===== config.mk =====
export PLATFORM = sky130hd
export DESIGN_NAME = cpa_seg_pipe
export DESIGN_NICKNAME = d
export VERILOG_FILES = /design/src/rtl/cpa_pkg.sv /design/src/rtl/cpa_seg_add.sv /design/src/rtl/cpa_seg_pipe.sv
export SDC_FILE = /design/constraint.sdc
export NUM_CORES = 1
export LEC_CHECK = 0
export BUFFER_PORTS_ARGS = -buffer_cell sky130_fd_sc_hd__clkbuf_2
export CAP_MARGIN = 20
export CORE_ASPECT_RATIO = 0.6
export CORE_UTILIZATION = 54
export CTS_BUF_LIST = sky130_fd_sc_hd__clkbuf_8
export DETAILED_ROUTE_END_ITERATION = 6
export GPL_TIMING_DRIVEN = 0
export PLACE_DENSITY = 0.79
export REMOVE_ABC_BUFFERS = 1
export SETUP_SLACK_MARGIN = 0.3
export SYNTH_ARGS = -nofsm -noshare
export SYNTH_HDL_FRONTEND = slang
export SYNTH_SLANG_ARGS = --single-unit

===== constraint.sdc =====
create_clock -name CLK -period 2.5 [get_ports CLK]
set_input_delay 0.125 -clock CLK [delete_from_list [all_inputs] [get_ports CLK]]
set_output_delay 0.125 -clock CLK [all_outputs]
set_load 0.01 [all_outputs]

===== src/rtl/cpa_pkg.sv =====
// Shared constants and the stage record for the segmented carry-propagate adder pipeline.
package cpa_pkg;

    localparam int CPA_WIDTH = 8;
    localparam int CPA_SEG_W = 4;
    localparam int CPA_PW    = 2 * CPA_WIDTH;
    localparam int CPA_NSEG  = CPA_PW / CPA_SEG_W;

    // One pipeline stage: low segments already resolved in part, the rest still
    // waiting in res_sum/res_carry, and the ripple carry into the next segment.
    typedef struct packed {
        logic              valid;
        logic [CPA_PW-1:0] part;
        logic [CPA_PW-1:0] res_sum;
        logic [CPA_PW-1:0] res_carry;
        logic              carry;
    } cpa_stage_t;

endpackage


===== src/rtl/cpa_seg_add.sv =====
// Single SEG_W-bit segment adder with carry-in and carry-out.
module cpa_seg_add #(
    parameter int SEG_W = 4
) (
    input  logic [SEG_W-1:0] a,
    input  logic [SEG_W-1:0] b,
    input  logic             cin,
    output logic [SEG_W-1:0] s,
    output logic             cout
);

    assign {cout, s} = {1'b0, a} + {1'b0, b} + {{SEG_W{1'b0}}, cin};

endmodule


===== src/rtl/cpa_seg_pipe.sv =====
// Resolves a carry-save pair into a product, one SEG_W segment per pipeline stage.
// Optional out_zero/out_neg flags are built when CPA_SEG_PIPE_FLAGS_EN is defined.
module cpa_seg_pipe
    import cpa_pkg::*;
#(
    parameter int WIDTH = CPA_WIDTH,
    parameter int SEG_W = CPA_SEG_W
) (
    input  logic               CLK,
    input  logic               RST,
    input  logic               in_valid,
    output logic               in_ready,
    input  logic [2*WIDTH-1:0] sum_in,
    input  logic [2*WIDTH-1:0] carry_in,
    output logic               out_valid,
    input  logic               out_ready,
    output logic [2*WIDTH-1:0] product
`ifdef CPA_SEG_PIPE_FLAGS_EN
    ,
    output logic               out_zero,
    output logic               out_neg
`endif
);

    localparam int PW   = 2 * WIDTH;
    localparam int NSEG = PW / SEG_W;

    typedef struct packed {
        logic          valid;
        logic [PW-1:0] part;
        logic [PW-1:0] res_sum;
        logic [PW-1:0] res_carry;
        logic          carry;
    } stage_t;

    // Handshake: a transfer happens on a rising CLK edge when valid and ready are
    // both high. The whole pipeline freezes while the last stage holds an
    // unconsumed result, so in_ready is simply the inverse of that stall.
    logic stall;

    genvar k;
    generate
        for (k = 0; k < NSEG; k++) begin : gen_stage
            stage_t            src;
            stage_t            stage_d;
            stage_t            stage_q;
            logic [SEG_W-1:0]  seg_s;
            logic              seg_c;

            if (k == 0) begin : g_src_in
                always_comb begin
                    src           = '0;
                    src.valid     = in_valid;
                    src.res_sum   = sum_in;
                    src.res_carry = carry_in;
                end
            end else begin : g_src_prev
                assign src = gen_stage[k-1].stage_q;
            end

            cpa_seg_add #(.SEG_W(SEG_W)) u_seg_add (
                .a    (src.res_sum[k*SEG_W +: SEG_W]),
                .b    (src.res_carry[k*SEG_W +: SEG_W]),
                .cin  (src.carry),
                .s    (seg_s),
                .cout (seg_c)
            );

            always_comb begin
                stage_d = stage_q;
                if (!stall) begin
                    stage_d                        = src;
                    stage_d.part[k*SEG_W +: SEG_W] = seg_s;
                    stage_d.carry                  = seg_c;
                end
            end

            always_ff @(posedge CLK or negedge RST) begin
                if (!RST) begin
                    stage_q <= '0;
                end else begin
                    stage_q <= stage_d;
                end
            end
        end
    endgenerate

    assign out_valid = gen_stage[NSEG-1].stage_q.valid;
    assign product   = gen_stage[NSEG-1].stage_q.part;
    assign stall     = out_valid && !out_ready;
    assign in_ready  = !stall;

    // The top carry is dropped (result is modulo 2^PW); the last residuals are dead.
    logic unused_last;
    assign unused_last = ^{gen_stage[NSEG-1].stage_q.res_sum,
                           gen_stage[NSEG-1].stage_q.res_carry,
                           gen_stage[NSEG-1].stage_q.carry};

`ifdef CPA_SEG_PIPE_FLAGS_EN
    logic zero_d, zero_q;
    logic neg_d, neg_q;

    always_comb begin
        zero_d = zero_q;
        neg_d  = neg_q;
        if (!stall) begin
            zero_d = (gen_stage[NSEG-1].stage_d.part == '0);
            neg_d  = gen_stage[NSEG-1].stage_d.part[PW-1];
        end
    end

    always_ff @(posedge CLK or negedge RST) begin
        if (!RST) begin
            zero_q <= 1'b0;
            neg_q  <= 1'b0;
        end else begin
            zero_q <= zero_d;
            neg_q  <= neg_d;
        end
    end

    assign out_zero = zero_q;
    assign out_neg  = neg_q;
`endif

endmodule

* Word level (Yosys, flattened, before mapping)
Cells that the tools add are included.
** Word-level totals
- Output and inout bits :: 18
- Input port bits :: 36
- Word-level logic and storage cells :: 27
- Bits in registers :: 143
** Operators by class
- Add/sub/neg operators :: 7
- Reduce and logical (&&, ||, !) cells :: 3
** Operators by type and width (count)
- $add 4x4->5 :: 3
- $add 5x1->5 :: 2
- $add 4x1->4 :: 1
- $add 4x4->4 :: 1
- $logic_not 1->1 :: 2
- $logic_and 1x1->1 :: 1

* Longest topological paths before layout
Gate-level depths: netlist of run 1.
- Word-level depth :: 3
- Mapped depth :: 6
- Depth with buffers taken out :: 6

* By module
From an unflattened synthesis of run 1, not the netlist that was laid out.
** Second synthesis, totals
- Cells, all modules :: 267
- Area, all modules :: 4245.3 um^2
** By module, submodules not included
- cpa_seg_pipe :: instances 1, seq. area each 2377.3 um^2, cells an instance 203, area each 3669.8 um^2
- cpa_seg_add :: instances 4, seq. area each 0.0 um^2, cells an instance 16, area each 143.9 um^2

* Least setup slack after synthesis of run 1
No wires, ideal clock.
- Kind :: reg2reg
- Start :: reg gen_stage[2].stage_q[13] (netlist bit)
- End :: reg gen_stage[3].stage_q, in the netlist product[14]
- Period minus slack after synthesis :: 1.506 ns
- Cell stages (with the launch flop) :: 6
- Setup time :: 0.077 ns
- Buffers on the path :: 0
- Data required time :: 2.423 ns
- Path slack :: 0.994 ns
- Data arrival time :: 1.429 ns
- Cell sequence :: dfrtp_1 inv_1 fa_1 fa_1 xor2_1 a21oi_1
** Between the ends
- Cells in the longest elaborated chain, start to end :: 2
** Ends and longest elaborated chain
- start, declared :: RTL line cpa_seg_pipe.sv:46 : stage_t stage_q;
- start signal, assigned :: RTL line cpa_seg_pipe.sv:82 : stage_q <= stage_d;
- $add 4x4->4 :: RTL line cpa_seg_add.sv:12 : assign {cout, s} = {1'b0, a} + {1'b0, b} + {{SEG_W{1'b0}}, cin};
- $add 4x1->4 :: RTL line cpa_seg_add.sv:12
- end signal, assigned :: RTL line cpa_seg_pipe.sv:82
- end, declared :: RTL line cpa_seg_pipe.sv:46
Every way passes these cells.
A chain may end at the register's enable or synchronous reset.

* Final worst setup path of run 1
- Start :: reg gen_stage[3].stage_q, in the netlist out_valid
- End :: out in_ready
** Between the ends
- Cells in the longest elaborated chain, start to end :: 2
** Ends and longest elaborated chain
- $logic_and 1x1->1 :: RTL line cpa_seg_pipe.sv:90 : assign stall = out_valid && !out_ready;
- $logic_not 1->1 :: RTL line cpa_seg_pipe.sv:91 : assign in_ready = !stall;
- end, declared :: RTL line cpa_seg_pipe.sv:12 : output logic in_ready,
Every way passes these cells.

==> metrics.md, run 1 <==
| Metric | Value |
|---|---|
| Outcome | `completed` |
| Tcrit/Tclk final | `81.34%` |
| Design area | `0.004895 mm2` |
| Initial DRC count | `170` |
| Max-slew headroom | `between 30% and 40%` |
| Clk sink count | `95` |
| Max Transition Viols Final | `0` |
| Final wirelength | `7.619 mm` |
| Top cells by area, synth | `dfrtp_1 58%, nand2_1 20%, ha_1 3.7%` |
| Setup crit end kind | `primary output` |
| Synth Flop Type | `dfrtp_1` |
| EDFF count, synth | `0` |
| Dpl cells | `584` |
| # port buffers | `53` |
| GR Util met1 | `between 20% and 30%` |
| Flops & latches, synth | `95` |
| Synth area leader | `dfrtp_1` |
| Global-route wire length before repair | `13.54 mm` |
| # rows | `24` |
| Largest net degree at the start of global routing | `between 50 and 60` |
| CTS root buffer | `clkbuf_8` |
| Least-Margin Pin Slew | `0.9379 ns` |
| CTS Buf Count | `9` |
| Total gr overflow | `0` |
| Die ar. | `0.007933 mm2` |
| Layout cells sized above 1 | `13.74%` |
| Critical Path AT | `1.91 ns` |
| FMAX | `491.8 MHz` |
| WHS | `roughly 0.070 ns` |
| Pre-CTS setup slack | `0.1584 ns` |
| WL/cell | `12.13 um` |
| CTS tree | `done` |
| Die W | `roughly 110 um` |
| I/O Pins | `54` |
| Clk buf depth | `2` |
| Mapped Cells | `approximately 450` |
| Worst reg-to-reg path cell count | `6` |
| Worst Hold Depth | `4` |
| GR Util met3 | `6.556%` |
| Clock transition at path regs | `0.08 ns` |
| CP Class | `register to primary output` |
| Count leader, synth | `nand2_1` |
| Via count | `3016` |
| Final setup vio count | `0` |
| Critical Path RT | `between 2 and 2.5 ns` |
| Number of vias per cell | `4.803` |
| Vias in the first global route | `3121` |
| Post-synth top cells | `221 x nand2_1, 95 x dfrtp_1, 21 x inv_1, 13 x a21oi_1, 13 x o21ai_0` |
| Layout fillers | `611` |
| Mean Syn Cell Area | `between 9 and 10 um2` |
| Max-cap viol count | `0` |
| Leak Pwr | `2.637 nW` |
| Gr usage total | `22.32%` |
| Routed Antenna Nets | `0` |
| DPL Wire Length | `4.699 mm` |
| RSZ-0062 raised after global routing | `false` |
| Power Density | `1090 mW/mm2` |
| Cell Area, Synth | `about 0.0041 mm2` |
| Fin. Hold Viols | `0` |
| Antenna cells | `0` |
| Synth cell types | `25` |
| Worst Hold Class | `input port to register` |
| Register area share after synthesis | `between 50% and 60%` |
| Async S/R FF share, synth | `100.0%` |
| Placer Congestion | `0.7483` |
| Crit start category | `register` |
| Met2 Use GR | `a little under two fifths` |
| Crit Path Max Fanout | `58` |
| H-tree lvl count | `3` |
| Initial antenna violation count | `0` |
| Grt peak-use layer | `met2` |
| Placed Instance Area | `0.004447 mm2` |
| Final #Nets | `approximately 580` |
| Setup slack after layout | `around 0.47 ns` |
| Synth top area share | `58.16%` |
| DR pass1 iterations | `4` |
| Final std cells w/o fill | `628` |
| Synth warnings | `0` |
| Core ar. | `0.007297 mm2` |
| Die H | `69.40 um` |
| Drt drc | `0` |
| Area grow syn2layout | `19.74%` |
| Total Power | `between 5 and 6 mW` |
| Clk_lat worst skew | `0.36 ns` |
| Tmin final | `~2.0 ns` |
| Peak supply drop | `about 580 uV` |
| Clk_skew | `around 0.0047 ns` |
| Initial Utilization | `56.02%` |
metrics by stage:
step | util, % | TNS (ns)
floorplan | - | -67.66
global placement | 59.95 | -188.66
detailed placement | 60.94 | 0
CTS | 67.04 | 0
global route | 67.08 | 0
finish | 67.08 | 0
worst paths after layout:
path                       slack (ns)   startpoint                  endpoint
max                              0.47    out_valid                  in_ready
min                              0.07  carry_in[0]  gen_stage[0].stage_q[33]
max reg2reg                      0.71    out_valid  gen_stage[1].stage_q[40]
min reg2reg                      0.47   product[5]                product[5]
max in group asynchronous        1.52          RST  gen_stage[0].stage_q[24]
min in group asynchronous        0.33          RST                product[0]
flip-flops by register name, indices dropped and copies added, names as in the netlist:
signal and flops:
out_valid 1, gen_stage.stage_q 78, product 16
repair_timing:
| item | CTS | global route |
|---|---|---|
| pin swaps | 0 | 0 |
| buffers inserted | 1 | 0 |
| cloned | 2 | 0 |
| setup endpoints to repair | 50 | 1 |
| hold buffers | 26 | 0 |
| endpoints found under the hold margin | 67 | 0 |
| gates resized for setup | 1 | 1 |
critical path: stages, from the launching register on:
cell and delay, ns:
dfrtp_1 0.44, nor2b_4 0.17, buf_12 0.17, inv_8 0.25
buf_12 0.28, clkbuf_2 0.18
cell families (layout without fill, tap and decap cells):
kind of cell,Yosys count,after routing,synth area share (%)
xor+xnor,3,3,0.6429
compound gates,33,33,4.591
fa+ha+maj,19,19,7.101
mux,3,3,0.7346
flops,95,95,58.16
buf+inv,42,119,4.591
simple gates,250,252,24.18
layer usage:
layer	wire length [um]	part of all wire [%]
met5	0	0
met4	69	0.91
met3	328	4.3
met2	3756	49
met1	3465	45
final cells by class:
class	count	area [um2]	share of cell area [%]
Clock buffer	10	137.6	2.812
Clock inverter	5	20.02	0.4090
Inverter	21	86.33	1.764
Multi-Input combinational cell	310	1540	31.47
Sequential cell	95	2377	48.57
Tap cell	104	130.1	2.658
Timing Repair Buffer	83	603.1	12.32
where the power goes:
| group | internal, mW | switching [mW] |
|---|---|---|
| Combinational | 0.806 | 1.13 |
| Clock | 0.367 | 0.473 |
| Sequential | 2.20 | 0.356 |
cell usage in the layout (no fill, tap or decap):
cell type      count
a211o_1            1
a21o_1             2
a21oi_1           13
a22oi_1            1
buf_12             2
buf_16             1
buf_4              1
clkbuf_2          52
clkbuf_4           1
clkbuf_8          10
clkinv_2           1
dfrtp_1           95
dlygate4sd3_1     26
fa_1               7
ha_1              12
inv_1             24
inv_8              1
mux2i_1            3
nand2_1          221
nand2b_1           1
nand3_1            4
nand3b_1           1
nand4_1            1
nor2_1            12
nor2b_1            6
nor2b_2            2
nor2b_4            1
o2111ai_1          3
o21ai_0           13
or4_1              3
xor2_1             3
Power figures use the tool's default switching activity.
==> inputs of run 2 (changes only) <==
--- a/config.mk
+++ b/config.mk
@@ -12,7 +12,7 @@
 export CTS_BUF_LIST = sky130_fd_sc_hd__clkbuf_8
 export DETAILED_ROUTE_END_ITERATION = 6
 export GPL_TIMING_DRIVEN = 0
-export PLACE_DENSITY = 0.79
+export PLACE_DENSITY = 0.82
 export REMOVE_ABC_BUFFERS = 1
 export SETUP_SLACK_MARGIN = 0.3
 export SYNTH_ARGS = -nofsm -noshare
==> constraint.sdc (replaced) <==
create_clock -name CLK -period 1.8 [get_ports CLK]
set_input_delay 0.09 -clock CLK [delete_from_list [all_inputs] [get_ports CLK]]
set_output_delay 0.09 -clock CLK [all_outputs]
set_load 0.01 [all_outputs]
==> run 2 against run 1 <==
Global-route usage grew 0.38 points. Largest power group unchanged. Sequential share of layout area shrank 1.7 points. Clock-buffer cell count grew 1. Clock skew grew 0.0026 ns. Critical path type is now register to register. Flip-flop and latch count is the same.
==> metrics.md, run 2 (synthesized netlist as in run 1, its figures left out) <==
| Metric | Value |
|---|---|
| Outcome | `completed (unchanged)` |
| Critical Path AT | `1.82 ns (was 1.91 ns)` |
| Area grow syn2layout | `24.03% (was 19.74%)` |
| Die ar. | `0.007933 mm2 (unchanged)` |
| Max Transition Viols Final | `0 (unchanged)` |
| Tcrit/Tclk final | `84.62%` |
| DR pass1 iterations | `5 (was 4)` |
| Gr usage total | `22.70% (was 22.32%)` |
| Via count | `3114 (was 3016)` |
| WL/cell | `12.45 um (was 12.13 um)` |
| Final setup vio count | `0 (unchanged)` |
| Peak supply drop | `735.4 uV (was 581.4 uV)` |
| Layout fillers | `571 (was 611)` |
| Clock Power Share | `17.1% (was 15.8%)` |
| Critical Path RT | `2.09 ns (was 2.38 ns)` |
| Reg-to-reg startpoint | `gen_stage[1].stage_q[9] (was out_valid)` |
| Leak Pwr | `2.701 nW (was 2.637 nW)` |
| H-tree lvl count | `3 (unchanged)` |
| Clock transition at path regs | `0.08 ns (about the same)` |
| Critical path cell sequence | `fa_2, inv_2, fa_2, a21oi_2 (was nor2b_4, buf_12, inv_8, buf_12, clkbuf_2)` |
| Most frequent cells in the layout | `221 x nand2_1, 95 x dfrtp_1, 52 x clkbuf_2, 26 x dlygate4sd3_1, 17 x inv_1 (was 221 x nand2_1, 95 x dfrtp_1, 52 x clkbuf_2, 26 x dlygate4sd3_1, 24 x inv_1)` |
| Drt drc | `0 (unchanged)` |
| RSZ-0062 raised after global routing | `true (was false)` |
| Clk buf depth | `2 (unchanged)` |
| Slowest cell on crit path | `fa_2 (was dfrtp_1)` |
| CP most frequent cell | `fa_2 (was buf_12)` |
| Max FFs per register | `78 (unchanged)` |
| Setup crit end kind | `register (was primary output)` |
| Clk_lat worst skew | `0.36 ns (about the same)` |
| Clk_skew | `0.007274 ns (was 0.004678 ns)` |
| Least-Margin Pin Slew | `0.5313 ns (was 0.9379 ns)` |
| # rows | `24 (unchanged)` |
| Global-route wire length before repair | `13.60 mm (was 13.54 mm)` |
| FMAX | `~660 MHz` |
| Clk sink count | `95 (unchanged)` |
| Final wirelength | `7.905 mm (was 7.619 mm)` |
| Total Power | `7.989 mW (was 5.336 mW)` |
| Hold Path Origin | `carry_in[0] (unchanged)` |
| Seq pwr share | `44.5% (was 47.9%)` |
| Number of vias per cell | `4.904 (was 4.803)` |
| Internal | `5.122 mW (was 3.372 mW)` |
| Power Density | `1576 mW/mm2 (was 1090 mW/mm2)` |
| Initial antenna violation count | `0 (unchanged)` |
| Final #Nets | `584 (was 575)` |
| CTS tree | `done (unchanged)` |
| Initial DRC count | `197 (was 170)` |
| Total gr overflow | `0 (unchanged)` |
| Antenna cells | `0 (unchanged)` |
| Max-slew headroom | `64.58% (was 37.19%)` |
| Routed Antenna Nets | `0 (unchanged)` |
| CTS Buf Count | `9 (unchanged)` |
| Sequential cell area | `0.002377 mm2 (unchanged)` |
| Comb power frac | `38.4% (was 36.4%)` |
| Initial Utilization | `56.02% (unchanged)` |
| Crit Path Max Fanout | `2 (was 58)` |
| Area taken by multi-input logic gates | `0.001587 mm2 (was 0.001540 mm2)` |
| Layout cells sized above 1 | `18.27% (was 13.74%)` |
| Sw Share | `35.89% (was 36.81%)` |
| Commonest non-fill, non-tap cell in the layout | `nand2_1 (unchanged)` |
| Core ar. | `0.007297 mm2 (unchanged)` |
| CTS root buffer | `clkbuf_8 (unchanged)` |
| CP peak stage delay | `0.43 ns (was 0.44 ns)` |
| Switching power | `2.867 mW (was 1.964 mW)` |
| I/O Pins | `54 (unchanged)` |
| Fin. Hold Viols | `0 (unchanged)` |
| Largest net degree at the start of global routing | `59 (unchanged)` |
| CP Class | `register to register (was register to primary output)` |
| Die H | `69.40 um (unchanged)` |
| # port buffers | `53 (unchanged)` |
| Crit start category | `register (unchanged)` |
| WHS | `0.03717 ns (was 0.06955 ns)` |
| Tmin final | `1.523 ns` |
| Die W | `114.3 um (unchanged)` |
| Setup_tns | `0 ns (unchanged)` |
| Worst setup startpoint | `gen_stage[1].stage_q[9] (was out_valid)` |
| Worst Hold Class | `input port to register (unchanged)` |
| Vias in the first global route | `3037 (was 3121)` |
| Max-cap viol count | `0 (unchanged)` |
| Placer Congestion | `0.7781 (was 0.7483)` |
| Most flop-heavy register | `gen_stage.stage_q (unchanged)` |
| DPL Wire Length | `4.590 mm (was 4.699 mm)` |
-- run 2: cell count changes in the layout (fill, tap and decap cells not counted), moves of 2 or more --
cell     before  now
o21ai_1       0    2
inv_1        24   17
fa_1          7    1
a21oi_2       0    3
o21ai_0      13   11
buf_4         1    8
inv_2         0    4
fa_2          0    6
a21oi_1      13   10
-- run 2: critical path: cells and delay by family (launching register included) --
| family | cells | cell delay [ns] |
|---|---|---|
| fa+ha+maj | 2 | 0.86 |
| buf+inv | 1 | 0.07 |
| flops | 1 | 0.41 |
| compound gates | 1 | 0.12 |
-- run 2: through the flow --
step / setup WS (ns) / instance area (um2) / instances / util [%]
after detailed placement: -0.3113 / 4454 / 584 / 61.04
after CTS: 0.2480 / 5027 / 633 / 68.90
after global routing: 0.2351 / 5070 / 635 / 69.48
after global placement: -2.894 / 4374 / 581 / 59.95
final: 0.2768 / 5070 / 635 / 69.48
after floorplan: -1.587 / 3979 / 424 / -
-- run 2: what timing repair did --
action,CTS,global route
setup buffers,7,2
endpoints found under the hold margin,62,0
hold buffers,26,0
gates cloned,3,0
endpoints found under the setup margin,95,25
gates resized for setup,14,6
pin swaps,5,9
-- run 2: final cells by class --
type / instances / share of cell area [%]
inverters: 21 / 1.654
well taps: 104 / 2.567
flip-flops and latches: 95 / 46.89
clock inverters: 2 / 0.6663
repair buffers: 92 / 13.94
clock buffers: 11 / 2.986
multi-input cells: 310 / 31.29
-- run 2: power groups by stage --
stage          Clock (mW)  Combinational (mW)  Sequential [mW]
2_1_floorplan           0                1.77             3.56
3_3_place_gp            0                2.47             3.54
3_5_place_dp            0                2.64             3.59
4_1_cts              1.41                3.01             3.55
5_1_grt              1.49                3.50             3.67
6_report             1.36                3.07             3.56
-- run 2: routing by layer --
| layer | global-route usage (%) | share of wire, % |
|---|---|---|
| met1 | 29.47 | 46 |
| met2 | 36.77 | 48 |
| met3 | 6.031 | 4.8 |
| met4 | 8.658 | 1.3 |
| met5 | 0 | 0 |
-- run 2: path summary, 6_finish.rpt --
path                       slack [ns]                       end  depth (start not counted)
min in group asynchronous        0.28                product[0]                          2
max                              0.28  gen_stage[2].stage_q[42]                          4
min reg2reg                      0.47  gen_stage[0].stage_q[30]                          2
max reg2reg                      0.28  gen_stage[2].stage_q[42]                          4
min                              0.04  gen_stage[0].stage_q[33]                          4
max in group asynchronous        0.85               product[15]                          3
